==> src/rtl/riscv_fetch_pkg.sv <==
// Shared constants and the fetch FSM state encoding.
package riscv_fetch_pkg;

    localparam int          XLEN_DEFAULT = 32;
    localparam logic [31:0] RESET_PC     = 32'h0;

    typedef enum logic [1:0] {
        IDLE = 2'd0,
        WAIT = 2'd1,
        DROP = 2'd2
    } fetch_state_e;

endpackage

==> src/rtl/fetch_fifo.sv <==
// Instruction buffer: power-of-two ring with a registered head entry that only
// changes on a pop or on a push into an empty buffer.
module fetch_fifo #(
    parameter int DEPTH = 2,
    parameter int WIDTH = 64
) (
    input  logic                     clk,
    input  logic                     rst_n,
    input  logic                     push,
    input  logic [WIDTH-1:0]         push_data,
    input  logic                     pop,
    input  logic                     clear,
    output logic [WIDTH-1:0]         head_data,
    output logic [$clog2(DEPTH):0]   count,
    output logic                     empty,
    output logic                     full
);

    localparam int AW = $clog2(DEPTH);
    localparam int CW = AW + 1;

    logic [WIDTH-1:0] mem [DEPTH];
    logic [AW-1:0]    wr_ptr;
    logic [AW-1:0]    rd_ptr;
    logic             do_push;
    logic             do_pop;

    assign empty   = (count == '0);
    assign full    = (count == CW'(DEPTH));
    assign do_push = push && !full  && !clear;
    assign do_pop  = pop  && !empty && !clear;

    always_ff @(posedge clk) begin
        if (do_push) begin
            mem[wr_ptr] <= push_data;
        end
    end

    always_ff @(posedge clk or negedge rst_n) begin
        if (!rst_n) begin
            wr_ptr    <= '0;
            rd_ptr    <= '0;
            count     <= '0;
            head_data <= '0;
        end else if (clear) begin
            wr_ptr <= '0;
            rd_ptr <= '0;
            count  <= '0;
        end else begin
            if (do_push) begin
                wr_ptr <= wr_ptr + AW'(1);
            end
            if (do_pop) begin
                rd_ptr <= rd_ptr + AW'(1);
            end
            count <= count + CW'(do_push) - CW'(do_pop);
            // The entry behind the head is already in mem; otherwise the new
            // push becomes the head directly.
            if (do_pop && (count > CW'(1))) begin
                head_data <= mem[rd_ptr + AW'(1)];
            end else if (do_push && (empty || do_pop)) begin
                head_data <= push_data;
            end
        end
    end

endmodule

==> src/rtl/fetch_unit.sv <==
// Instruction fetch unit: one outstanding imem request, flush handling, buffer.
// Optional build macro FETCH_MISALIGN_CHECK_EN enables the misaligned-PC guard.
module fetch_unit
    import riscv_fetch_pkg::*;
#(
    parameter int FIFO_DEPTH = 2,
    parameter int XLEN       = XLEN_DEFAULT
) (
    input  logic            clk,
    input  logic            reset,
    input  logic [XLEN-1:0] pc_in,
    output logic            pc_en,
    input  logic            flush,
    output logic            imem_req,
    output logic [XLEN-1:0] imem_addr,
    input  logic            imem_rvalid,
    input  logic [XLEN-1:0] imem_rdata,
    output logic            instr_valid,
    output logic [XLEN-1:0] instr,
    output logic [XLEN-1:0] instr_pc,
    input  logic            instr_ready,
    output logic            fetch_misalign,
    output fetch_state_e    state_dbg
);

    localparam int CW = $clog2(FIFO_DEPTH) + 1;

    // imem handshake: a request is taken in the cycle imem_req is high (no
    // grant); its single response arrives later as a one-cycle imem_rvalid.
    // Decode handshake: an entry moves when instr_valid && instr_ready.
    fetch_state_e    state;
    fetch_state_e    next_state;
    logic [XLEN-1:0] req_pc;
    logic [CW-1:0]   fifo_count;
    logic            fifo_empty;
    logic            fifo_full;
    logic            pc_aligned;
    logic            room_after_push;
    logic            issue;
    logic            push;
    logic            clear;
    logic            pop;
    logic [2*XLEN-1:0] head;

`ifdef FETCH_MISALIGN_CHECK_EN
    logic misalign_q;

    assign pc_aligned     = (pc_in[1:0] == 2'b00);
    assign fetch_misalign = misalign_q;

    always_ff @(posedge clk or negedge reset) begin
        if (!reset) begin
            misalign_q <= 1'b0;
        end else if (flush) begin
            misalign_q <= 1'b0;
        end else if (state == IDLE && !pc_aligned) begin
            misalign_q <= 1'b1;
        end
    end
`else
    assign pc_aligned     = 1'b1;
    assign fetch_misalign = 1'b0;
`endif

    // Conservative: a pop in the same cycle is not counted as free space.
    assign room_after_push = (int'(fifo_count) + 1) < FIFO_DEPTH;

    always_comb begin
        next_state = state;
        issue      = 1'b0;
        push       = 1'b0;
        clear      = 1'b0;
        if (reset) begin
            case (state)
                IDLE: begin
                    if (flush) begin
                        clear = 1'b1;
                    end else if (!fifo_full && pc_aligned) begin
                        issue      = 1'b1;
                        next_state = WAIT;
                    end
                end
                WAIT: begin
                    if (flush) begin
                        clear      = 1'b1;
                        next_state = imem_rvalid ? IDLE : DROP;
                    end else if (imem_rvalid) begin
                        push = 1'b1;
                        if (room_after_push && pc_aligned) begin
                            issue = 1'b1;
                        end else begin
                            next_state = IDLE;
                        end
                    end
                end
                DROP: begin
                    clear = flush;
                    // The stale response retires DROP even if flush repeats.
                    if (imem_rvalid) begin
                        next_state = IDLE;
                    end
                end
                default: next_state = IDLE;
            endcase
        end
    end

    always_ff @(posedge clk or negedge reset) begin
        if (!reset) begin
            state  <= IDLE;
            req_pc <= XLEN'(RESET_PC);
        end else begin
            state <= next_state;
            if (issue) begin
                req_pc <= pc_in;
            end
        end
    end

    assign imem_req  = issue;
    assign pc_en     = issue;
    assign imem_addr = issue ? pc_in : '0;
    assign state_dbg = state;

    assign pop         = instr_valid && instr_ready;
    assign instr_valid = !fifo_empty;
    assign instr       = head[2*XLEN-1:XLEN];
    assign instr_pc    = head[XLEN-1:0];

    fetch_fifo #(
        .DEPTH (FIFO_DEPTH),
        .WIDTH (2 * XLEN)
    ) u_fifo (
        .clk       (clk),
        .rst_n     (reset),
        .push      (push),
        .push_data ({imem_rdata, req_pc}),
        .pop       (pop),
        .clear     (clear),
        .head_data (head),
        .count     (fifo_count),
        .empty     (fifo_empty),
        .full      (fifo_full)
    );

endmodule
==> config.mk <==
export PLATFORM = sky130hd
export DESIGN_NAME = fetch_unit
export DESIGN_NICKNAME = d
export VERILOG_FILES = /design/src/rtl/riscv_fetch_pkg.sv /design/src/rtl/fetch_fifo.sv /design/src/rtl/fetch_unit.sv
export SDC_FILE = /design/constraint.sdc
export NUM_CORES = 1
export LEC_CHECK = 0
export CAP_MARGIN = 20
export CORE_ASPECT_RATIO = 0.6
export CORE_MARGIN = 4
export CORE_UTILIZATION = 35
export CTS_BUF_LIST = sky130_fd_sc_hd__clkbuf_8
export CTS_CLUSTER_DIAMETER = 80
export DETAILED_ROUTE_END_ITERATION = 6
export PLACE_DENSITY = 0.68
export SETUP_SLACK_MARGIN = 0.5
export SYNTH_ARGS = -nofsm -noshare
export SYNTH_HDL_FRONTEND = slang
export SYNTH_SLANG_ARGS = --single-unit
==> constraint.sdc <==
create_clock -name clk -period 9.3 [get_ports clk]
set_clock_uncertainty 0.15 [all_clocks]
set_input_delay 0.93 -clock clk [delete_from_list [all_inputs] [get_ports clk]]
set_output_delay 0.93 -clock clk [all_outputs]
set_load 0.02 [all_outputs]
# After elaboration in Yosys (flattened, before gate mapping)
# Memories as Yosys holds them, arrays and structs flattened.
# Cells that the tools add are included.
[totals] ff_bits=102 ram_bits=128 in_bits=69 out_inout_bits=102 elab_cells=74 mem_count=1
[classes] add_sub_neg=5 magnitude_cmp=2 eq_ne=8 n_mux=32 n_bitwise=1 reduce_logical=19
[mem_list] name="u_fifo.mem" words=2 word_bits=64 rd=1 rd_ports_with_merged_regs=0 wr=1 line_no="fetch_fifo.sv:22" rtl="logic [WIDTH-1:0] mem [DEPTH];"
[op_table] operator="two-way mux 64 bit" count=2
[op_table] operator="two-way mux 32 bit" count=1
[op_table] operator="two-way mux 1 bit" count=18
[op_table] operator="two-way mux 2 bit" count=8
[op_table] operator="logical AND 1 bit" count=7
[op_table] operator="inequality test 2 bit, second input constant" count=3
[op_table] operator="inequality test 3 bit, second input constant" count=2
[op_table] operator="one-hot mux 2 bit (3 select lines)" count=1
[op_table] operator="AND reduction 6 bit" count=1
[op_table] operator="nonzero test 2 bit" count=3
[op_table] operator="== test 2 bit, second input constant" count=2
[op_table] operator="zero test 2 bit" count=2
[op_table] operator="one-hot mux 1 bit (2 select lines)" count=2
[op_table] operator="adder 2 x 1 -> 3 bit, second input constant" count=1
[op_table] operator="zero test 1 bit" count=3
[op_table] operator="less-than comparator 3 x 2 -> 1 bit, second input constant" count=1
[op_table] operator="adder 1 bit, second input constant" count=2
[op_table] operator="adder 2 x 1 -> 2 bit" count=1
[op_table] operator="== test 2 x 1 -> 1 bit, second input constant" count=1
[op_table] operator="greater-than comparator 2 x 1 -> 1 bit, second input constant" count=1
[op_table] operator="AND reduction 2 bit" count=1
[op_table] operator="OR reduction 2 bit" count=1
[op_table] operator="subtractor 2 x 1 -> 2 bit" count=1
[op_table] operator="logical OR 1 bit" count=1
[op_table] operator="inverter 1 bit" count=1

# Logic depth before layout (Yosys ltp)
# Gate-level depths: netlist (run 1).
[logic_depth] ltp_word=10 depth_mapped=10 depth_no_buf=10

# Modules after synthesis
# Synthesis (run 1) repeated with hierarchy kept, for this count alone.
[unflattened] cells_unflattened=560 hier_area_um2=10307.4
[by_module_without_submodules] mod="fetch_fifo" instances=1 cells_per_inst=434 area_each_um2=8587.0 seq_area_each_um2=5545.3
[by_module_without_submodules] mod="fetch_unit" instances=1 cells_per_inst=126 area_each_um2=1720.4 seq_area_each_um2=850.8

# Worst setup path after synthesis (run 1)
# No wires, ideal clock.
[synth_timing] kind="in2reg" start="input port flush" end="memory u_fifo.mem[0][0], enable pin" setup_ns=0.566 arrival_time_ns=5.698 t_required_ns=8.584 slack_ns=2.885 stages=3 path_buffers=0 path_cell_list="nor3b_4 > nand2_2 > nor3_1"
[synth_via] elab_chain_len=7 word_cells_on_any_way=11 cone_classes="8 x mux; 3 x reduce/logical"
[synth_rtl] item="start: declaration" line_no="fetch_unit.sv:13" rtl="input logic flush,"
[synth_rtl] item="two-way mux 1 bit (on tied branches)" line_no="fetch_unit.sv:76, fetch_unit.sv:84"
[synth_rtl] item="one-hot mux 1 bit (2 select lines) / two-way mux 1 bit (equally long branches)" line_no="fetch_unit.sv:74" rtl="case (state)"
[synth_rtl] item="two-way mux 1 bit" line_no="fetch_unit.sv:73" rtl="if (reset) begin"
[synth_rtl] item="zero test 1 bit / logical AND 1 bit (equally long branches)" line_no="fetch_fifo.sv:30" rtl="assign do_push = push && !full && !clear;"
[synth_rtl] item="logical AND 1 bit *" line_no="fetch_fifo.sv:30"
[synth_rtl] item="two-way mux 1 bit *" line_no="fetch_fifo.sv:34" rtl="if (do_push) begin"
[synth_rtl] item="two-way mux 1 bit (implied by the code) *" line_no="fetch_fifo.sv:35" rtl="mem[wr_ptr] <= push_data;"
[synth_rtl] item="end: declaration" line_no="fetch_fifo.sv:22"
# Mark *: on every way between the ends. The rest lies on a longest branch, timed or not.

# Worst setup path after layout (run 1)
[layout_timing] start="input port reset" end="output port imem_addr[30]"
[layout_via] elab_chain_len=2
[layout_rtl] item="start: declaration" line_no="fetch_unit.sv:10" rtl="input logic reset,"
[layout_rtl] item="two-way mux 1 bit" line_no="fetch_unit.sv:73"
[layout_rtl] item="two-way mux 32 bit" line_no="fetch_unit.sv:122" rtl="assign imem_addr = issue ? pc_in : '0;"
[layout_rtl] item="end: declaration" line_no="fetch_unit.sv:15" rtl="output logic [XLEN-1:0] imem_addr,"
# No other way between the ends.

==> results of run 1 <==
[per-layer routing]
layer	part of all wire	vias up	GRT usage
met4	0.016	0	0.0407
li1	-	2749	-
met3	0.067	35	0.0394
met1	0.49	2889	0.215
met5	0	-	0
met2	0.42	175	0.206
[kinds of logic after synthesis]
kind of cell | Yosys count
other | 1
flip-flops | 230
multiplexers | 96
XOR/XNOR | 3
adder cells (fa/ha/maj) | 2
AO/OA/AOI/OAI | 75
buffers and inverters | 53
AND/OR/NAND/NOR | 182
[metrics by stage]
stage | setup WS (ns) | total power, mW | cells | area (µm²)
after global placement | 4.42 | 2.57 | 1123 | 11200
after detailed placement | 4.36 | 2.59 | 1123 | 11200
final | 4.44 | 3.36 | 1186 | 11900
after global routing | 4.20 | 3.56 | 1186 | 11900
after floorplan | 2.89 | 2.11 | 642 | 9240
after CTS | 4.36 | 3.41 | 1186 | 11900
[report_power, final]
group          internal [mW]  switching [mW]  total [mW]
clock                  0.428           0.374       0.802
sequential              1.35           0.179        1.53
combinational          0.500           0.531        1.03
[how the worst max path moves through the flow]
stage / end / slack, ns / depth (start not counted)
after floorplan: u_fifo.mem[0][0]$_DFFE_PP_ / 2.89 / 3
after global placement: imem_addr[28] / 4.42 / 7
after detailed placement: imem_addr[30] / 4.36 / 7
after CTS: imem_addr[30] / 4.36 / 7
after global routing: imem_addr[23] / 4.20 / 7
final: imem_addr[30] / 4.44 / 7
[cells in the mapped netlist, drive strengths merged]
cell type	instances	area share
edfxtp	128	0.42
nor3b	1	0.0020
nand4b	1	0.00095
nand3	128	0.069
o211ai	66	0.054
nand2	6	0.0027
nor2	7	0.0028
mux2	32	0.039
nand2b	1	0.00068
a21oi	3	0.0020
clkbuf	10	0.0043
inv	3	0.0012
o21bai	1	0.00081
o211a	1	0.0011
dfrtp	102	0.28
buf	40	0.024
xnor2	1	0.00095
nor2b	1	0.00068
nor3	2	0.0011
and2	35	0.024
conb	1	0.00041
o21ai	4	0.0022
mux2i	64	0.069
ha	2	0.0027
xor2	2	0.0019
[registers in the layout (all words and copies together) (netlist names)]
signal / cells
req_pc: 32
state_dbg: 2
u_fifo.wr_ptr: 1
u_fifo.mem: 128
u_fifo.count: 2
u_fifo.rd_ptr: 1
u_fifo.head_data: 64
[layout make-up]
class	count	area, µm²	area share
inverters	3	11.3	0.000946
repair buffers	179	1760	0.148
clock inverters	22	110	0.00925
flip-flops and latches	230	6400	0.538
multi-input cells	359	2610	0.219
clock buffers	41	564	0.0474
well taps	352	440	0.0370
[worst max-delay path, stage by stage]
cell,delay [ns]
buf_4,0.47
nor3b_4,0.40
nand2_2,0.16
a21oi_4,0.34
buf_4,0.56
and2_1,0.23
clkdlybuf4s50_1,0.62
==> flow_metrics.tcl, run 1 <==
set metrics [dict create \
    io_pins 171 \
    synthXorXnorAreaFrac 0.00284 \
    reg2reg_from "state_dbg[1]$_DFFE_PN0P_" \
    crit_fanout 58 \
    rr_endpoint "req_pc[27]$_DFFE_PN0P_" \
    synth-compound-area-share 0.0602 \
    max_freq_mhz 206 \
    final_layout_size_suffix_gt1_frac 0.0923 \
    diodes 0 \
    antenna_found_initial 0 \
    ys_seq_area_frac 0.692 \
    htree_levels 2 \
    num_vias 5848 \
    wl_per_cell_um 17.8 \
    yosysUniqueCellTypes 32 \
    syn_area_um2 9240 \
    synth-seq-cells 230 \
    syn_nets 713 \
    syn_area_per_cell_um2 14.4 \
    clock-sinks 230 \
    hp-class "in -> async" \
    cp_data_arrival_time_ns 3.78 \
    cts_buffer_depth 3 \
    yosys.area_share.simple 0.104 \
    startpoint_type "primary input" \
    initial_core_util 0.361 \
    num-nets-final 880 \
    cts_buffers 36 \
    power_density_nw_per_um2 283 \
    port_buffers 169 \
    end_kind "output port" \
    tns_ns 0 \
    clkTransAtPathRegs_ns 0.06 \
    worst-r2r-cell-count 5 \
    period_minus_slack_ns 4.86 \
    grt_max_degree 103 \
    post-cts-setup-buffers 0 \
    first_global_vias 5969 \
    wl_um 21100 \
    drt-vias-per-instance 4.93 \
    mostFrequentLayoutCells "clkdlybuf4s50_1 (168), nand3_1 (128), edfxtp_1 (128)" \
    hpwl_um 12600 \
    die_h_um 134 \
    cellLeakagePower_nw 4.40 \
    grt_remaining_overflow 0 \
    grtUsageTotal 0.144 \
    syn2layout_area_growth_pct 28.7 \
    period_share 0.522 \
    worstPathRequired_ns 8.22 \
    holdWs_ns 0.267 \
    rsz0062_at_grt "no" \
    placementRows 45 \
    syn_inst 642 \
    startpoint "reset" \
    gp_congestion 0.727 \
    cap_violations 0 \
    final_hold_viol_count 0 \
    drv_slew 0 \
    ir_drop_mv 0.136 \
    dieWidth_um 218 \
    muxShareOfSynthArea 0.108 \
    grt_pass1_wl_um 33500 \
    drt_pass1_iterations 5 \
    synth_adder_area_share 0.00271 \
    cts_resized 0 \
    fp.coreArea_um2 25600 \
    ctsHoldBuffers 0 \
    clkLatencyLatePin_ns 0.51 \
    ys_warn_count 0 \
    final_common_cell "clkdlybuf4s50_1" \
    ant_nets 0 \
    drt_iter0_drc 395 \
    status "completed" \
    setup_viol 0 \
    root_buffer "clkbuf_8" \
    crit_type "in -> out" \
    cts_tree "built" \
    relSlewSlack 0.325 \
    drc 0 \
    tightest_slew_ns 1.01 \
    fill_cells 2268 \
    fin_util 0.464 \
    r2r_slack_ns 6.71 \
    synth_top_family_by_area "multiplexers" \
    die_area_um2 29200 \
]
(Power assumes the default switching activity.)
==> run 2, diff against run 1 <==
- clock period: 9.3 -> 4.7 ns (I/O delays scaled with it)
==> run 2 against run 1 <==
Utilization increased by 0.52 points; worst setup slack worse by 3.4 ns; critical path depth is 1 higher; register-to-register slack worse by 4.6 ns; via count increased by 1.0%; sequential cell count did not move; die area stayed put; clock-buffer cell count up 4.
==> flow_metrics.tcl, run 2 (synthesis results as in run 1) <==
set metrics [dict create \
    status "completed" \
    placementRows 45 \
    fp.coreArea_um2 25600 \
    crit_fanout 40 \
    cp_cell_sequence "dlygate4sd3_1 > buf_4 > nor3b_4 > nand2_2 > a21oi_4 > buf_12 > and2_1 > clkdlybuf4s50_1" \
    slowest_delay_ns 0.62 \
    final_layout_size_suffix_gt1_frac 0.105 \
    rr_endpoint "u_fifo.mem[1][46]$_DFFE_PP_" \
    gp_congestion 0.745 \
    grt_remaining_overflow 0 \
    hp-class "reg -> reg" \
    wl_per_cell_um 18.2 \
    largestRegisters "u_fifo.mem (128), u_fifo.head_data (64), req_pc (32)" \
    clkTransAtPathRegs_ns 0.07 \
    relSlewSlack 0.376 \
    cts_tree "built" \
    num-nets-final 884 \
    mostFrequentLayoutCells "clkdlybuf4s50_1 (168), nand3_1 (128), edfxtp_1 (128)" \
    wl_um 21600 \
    rsz0062_at_grt "no" \
    port_buffers 169 \
    diodes 0 \
    drv_slew 0 \
    cellLeakagePower_nw 4.43 \
    grtUsageTotal 0.144 \
    end_kind "output port" \
    hpwl_um 13100 \
    reg2reg_from "state_dbg[1]$_DFFE_PN0P_" \
    critPathTopFamily "buffers and inverters" \
    syn2layout_area_growth_pct 30.2 \
    htree_levels 2 \
    startpoint_type "primary input" \
    tightest_slew_ns 0.937 \
    drt_iter0_drc 394 \
    max_freq_mhz 272 \
    period_share 0.783 \
    critPathBufInv 4 \
    finalPower_mw 6.77 \
    tns_ns 0 \
    worst-r2r-cell-count 4 \
    drt_pass1_iterations 5 \
    ir_drop_mv 0.250 \
    cts_resized 0 \
    grt_pass1_wl_um 33800 \
    die_area_um2 29200 \
    final_hold_viol_count 0 \
    period_minus_slack_ns 3.68 \
    largest_reg_flops 128 \
    post-cts-setup-buffers 0 \
    power_density_nw_per_um2 563 \
    grt_max_degree 100 \
    holdPathEnd "u_fifo.mem[0][15]$_DFFE_PP_" \
    io_pins 171 \
    die_h_um 134 \
    dieWidth_um 218 \
    ant_nets 0 \
    cap_violations 0 \
    hold_depth 0 \
    cts_buffer_depth 3 \
    r2r_slack_ns 2.10 \
    hp-start "req_pc[15]$_DFFE_PN0P_" \
    setup_viol 0 \
    drc 0 \
    antenna_found_initial 0 \
    num_vias 5908 \
    drt-vias-per-instance 4.96 \
    cp_data_arrival_time_ns 3.06 \
    crit_type "in -> out" \
    cts_buffers 36 \
    first_global_vias 5913 \
    clock-sinks 230 \
    clkLatencyLatePin_ns 0.51 \
    final_common_cell "clkdlybuf4s50_1" \
    root_buffer "clkbuf_8" \
    critPathSlowestCell "clkdlybuf4s50_1" \
    layout_setup_ws_ns 1.02 \
    pre_cts_ws_ns 1.11 \
    largest_register "u_fifo.mem" \
    worstPathRequired_ns 4.08 \
    initial_core_util 0.361 \
]
[run 2: changes by cell type in the layout (fill, tap and decap cells not counted), sizes merged]
cell and change:
inv -9, buf +3, clkinvlp +2, clkinv +3, dlygate4sd3 +1, clkbuf +4
[run 2: what timing repair did]
item	in CTS	in global routing
hold endpoints to repair	37	0
hold buffers	1	0
endpoints found under the setup margin	0	0
[run 2: cell type report]
type                       count  area [µm²]
fill                        2257       13600
tap                          352         440
clock buffer                  45         619
inverter                       3        11.3
sequential                   230        6400
timing repair buffer         183        1830
multi-input combinational    359        2620
clock inverter                18         105
[run 2: through the flow]
step / area (µm²) / hold WS [ns] / cells / utilization
final: 12000 / 0.330 / 1190 / 0.470
after global routing: 12000 / 0.343 / 1190 / 0.470
after floorplan: 9250 / 0.0244 / 642 / -
after CTS: 12000 / 0.330 / 1190 / 0.470
after global placement: 11300 / 0.320 / 1126 / 0.441
after detailed placement: 11300 / 0.323 / 1126 / 0.441
[run 2: where the power goes]
group	switching, mW	total (mW)	leakage [nW]	internal, mW
registers	0.401	3.07	2.41	2.67
clock network	0.774	1.69	0.406	0.918
logic	1.01	2.01	1.61	1.00
[run 2: metal layers]
metal  track usage  wire, µm  vias up
met4        0.0312       304        0
met2         0.202      9050      195
met5             0         0        -
met3        0.0396      1500       36
li1              -         -     2772
met1         0.223     10800     2905
[run 2: how the worst max path moves through the flow]
| stage | slack [ns] | startpoint | endpoint | cells past startpoint |
|---|---|---|---|---|
| global route | 0.88 | reset | imem_addr[18] | 8 |
| global placement | 1.17 | flush | imem_addr[28] | 7 |
| finish | 1.02 | reset | imem_addr[18] | 8 |
| detailed placement | 1.11 | flush | imem_addr[28] | 7 |
| floorplan | 0.66 | state_dbg[1]$_DFFE_PN0P_ | u_fifo.mem[1][0]$_DFFE_PP_ | 3 |
| CTS | 0.98 | reset | imem_addr[18] | 8 |
==> run 3, diff against run 2 <==
- PLACE_DENSITY: 0.68 -> 0.7
- clock period: 4.7 -> 3.15 ns (I/O delays scaled with it)
==> run 3 against run 2 <==
Critical path depth shrank 1; worst setup slack lost 0.50 ns; first-iteration DRC count is 22% lower; sequential power is 47% higher; worst hold slack worse by 0.14 ns; non-clock buffer count increased by 17; routed wire length is 9.4% higher; combinational power is 60% higher; via count rose by 1.7%; power rose by 49%; clock-buffer cell count shrank 4; critical endpoint is now imem_addr[24]; largest cell class unchanged.
==> flow_metrics.tcl, run 3 (synthesis results as in run 1) <==
set metrics [dict create \
    final_common_cell "clkdlybuf4s50_1" \
    max_freq_mhz 380 \
    hpwl_um 13400 \
    clkTransAtPathRegs_ns 0.07 \
    stdcell_count 1206 \
    antenna_found_initial 2 \
    worst-r2r-cell-count 10 \
    dp.cells 1129 \
    die_area_um2 29200 \
    grtUsageTotal 0.162 \
    ant_nets 0 \
    startpoint_type "flop" \
    holdWs_ns 0.188 \
    rsz0062_at_grt "yes" \
    layout_setup_ws_ns 0.517 \
    rr_endpoint "u_fifo.count[1]$_DFF_PN0_" \
    hp-start "reset" \
    largest_reg_flops 128 \
    final_hold_viol_count 0 \
    final_layout_size_suffix_gt1_frac 0.153 \
    diodes 0 \
    relSlewSlack 0.473 \
    crit_fanout 16 \
    cp_data_arrival_time_ns 2.17 \
    initial_core_util 0.361 \
    ir_drop_mv 0.351 \
    htree_levels 2 \
    setup_viol 0 \
    cts_tree "built" \
    largestRegisters "u_fifo.mem (128), u_fifo.head_data (64), req_pc (32)" \
    tightest_slew_ns 0.791 \
    cts_buffers 35 \
    reg2reg_from "u_fifo.count[1]$_DFF_PN0_" \
    gp_congestion 0.771 \
    worstPathRequired_ns 2.68 \
    fp.coreArea_um2 25600 \
    holdPathEnd "u_fifo.rd_ptr$_DFFE_PN0P_" \
    grt_max_degree 82 \
    hold_depth 4 \
    root_buffer "clkbuf_8" \
    cellLeakagePower_nw 4.63 \
    port_buffers 169 \
    hp-class "in -> reg" \
    dieWidth_um 218 \
    grt_pass1_wl_um 36500 \
    clkLatencyLatePin_ns 0.52 \
    tns_ns 0 \
    clock-sinks 230 \
    drv_slew 0 \
    num_vias 6009 \
    cts_buffer_depth 3 \
    wl_um 23700 \
    power_density_nw_per_um2 830 \
    syn2layout_area_growth_pct 31.6 \
    finalPower_mw 10.1 \
    period_minus_slack_ns 2.63 \
    die_h_um 134 \
    period_share 0.836 \
    final_area_um2 12200 \
    end_kind "output port" \
    pre_cts_ws_ns 0.154 \
    num-nets-final 900 \
    grt_remaining_overflow 0 \
    fin_util 0.475 \
    drt-vias-per-instance 4.98 \
    mostFrequentLayoutCells "clkdlybuf4s50_1 (134), nand3_1 (128), edfxtp_1 (128)" \
    io_pins 171 \
    placementRows 45 \
    r2r_slack_ns 0.79 \
    drt_iter0_drc 306 \
    status "completed" \
    cap_violations 0 \
    placed_cell_area_um2 11400 \
    wl_per_cell_um 19.6 \
    largest_register "u_fifo.mem" \
    first_global_vias 6201 \
    drc 0 \
    crit_type "reg -> out" \
    drt_pass1_iterations 5 \
]
[run 3: cell count changes in the layout (fill, tap and decap cells not counted), sizes merged]
cell           delta
buf              +40
clkdlybuf4s50    -34
clkdlybuf4s15    +10
inv               +8
clkbuf            -4
clkinv            -3
clkinvlp          -2
bufbuf            +1
[run 3: cell type report]
cell class                      count  area, µm²
Fill cell                        2290      13500
Tap cell                          352        440
Clock inverter                     21        106
Multi-Input combinational cell    359       2630
Sequential cell                   230       6400
Timing Repair Buffer              200       2010
Clock buffer                       41        564
Inverter                            3       11.3
[run 3: power by group]
part	leakage, nW	internal [mW]	switching, mW
logic	1.81	1.57	1.65
registers	2.41	3.99	0.510
clock network	0.410	1.26	1.12
total	4.63	6.81	3.28
[run 3: what timing repair did]
action	CTS	global route
pin swaps	2	2
endpoints found under the hold margin	48	0
endpoints found under the setup margin	34	21
gates resized for setup	117	12
hold buffers	1	0
buffers inserted	9	2
gates cloned	3	0
[run 3: routing by layer]
metal / routed length (µm) / up-vias / track usage
met5: 13 / - / 0
met4: 246 / 2 / 0.0354
met3: 1540 / 25 / 0.0455
met2: 10100 / 176 / 0.234
met1: 11800 / 3006 / 0.242
li1: - / 2800 / -
[run 3: worst max-delay path by stage]
stage | start | endpoint | slack [ns] | cells past startpoint
after floorplan | state_dbg[1]$_DFFE_PN0P_ | u_fifo.mem[0][0]$_DFFE_PP_ | 0.11 | 3
after global placement | flush | imem_addr[24] | 0.21 | 7
after detailed placement | flush | imem_addr[20] | 0.15 | 7
after CTS | state_dbg[1]$_DFFE_PN0P_ | imem_addr[24] | 0.47 | 7
after global routing | state_dbg[1]$_DFFE_PN0P_ | imem_addr[24] | 0.43 | 7
final | state_dbg[1]$_DFFE_PN0P_ | imem_addr[24] | 0.52 | 7
[run 3: worst max-delay path, cell delays in order, from the launching register on]
cell,delay [ns]
dfrtp_2,0.42
nor3b_4,0.26
nand2_4,0.09
a21oi_4,0.15
buf_6,0.16
buf_12,0.16
and2_1,0.14
clkdlybuf4s15_2,0.25
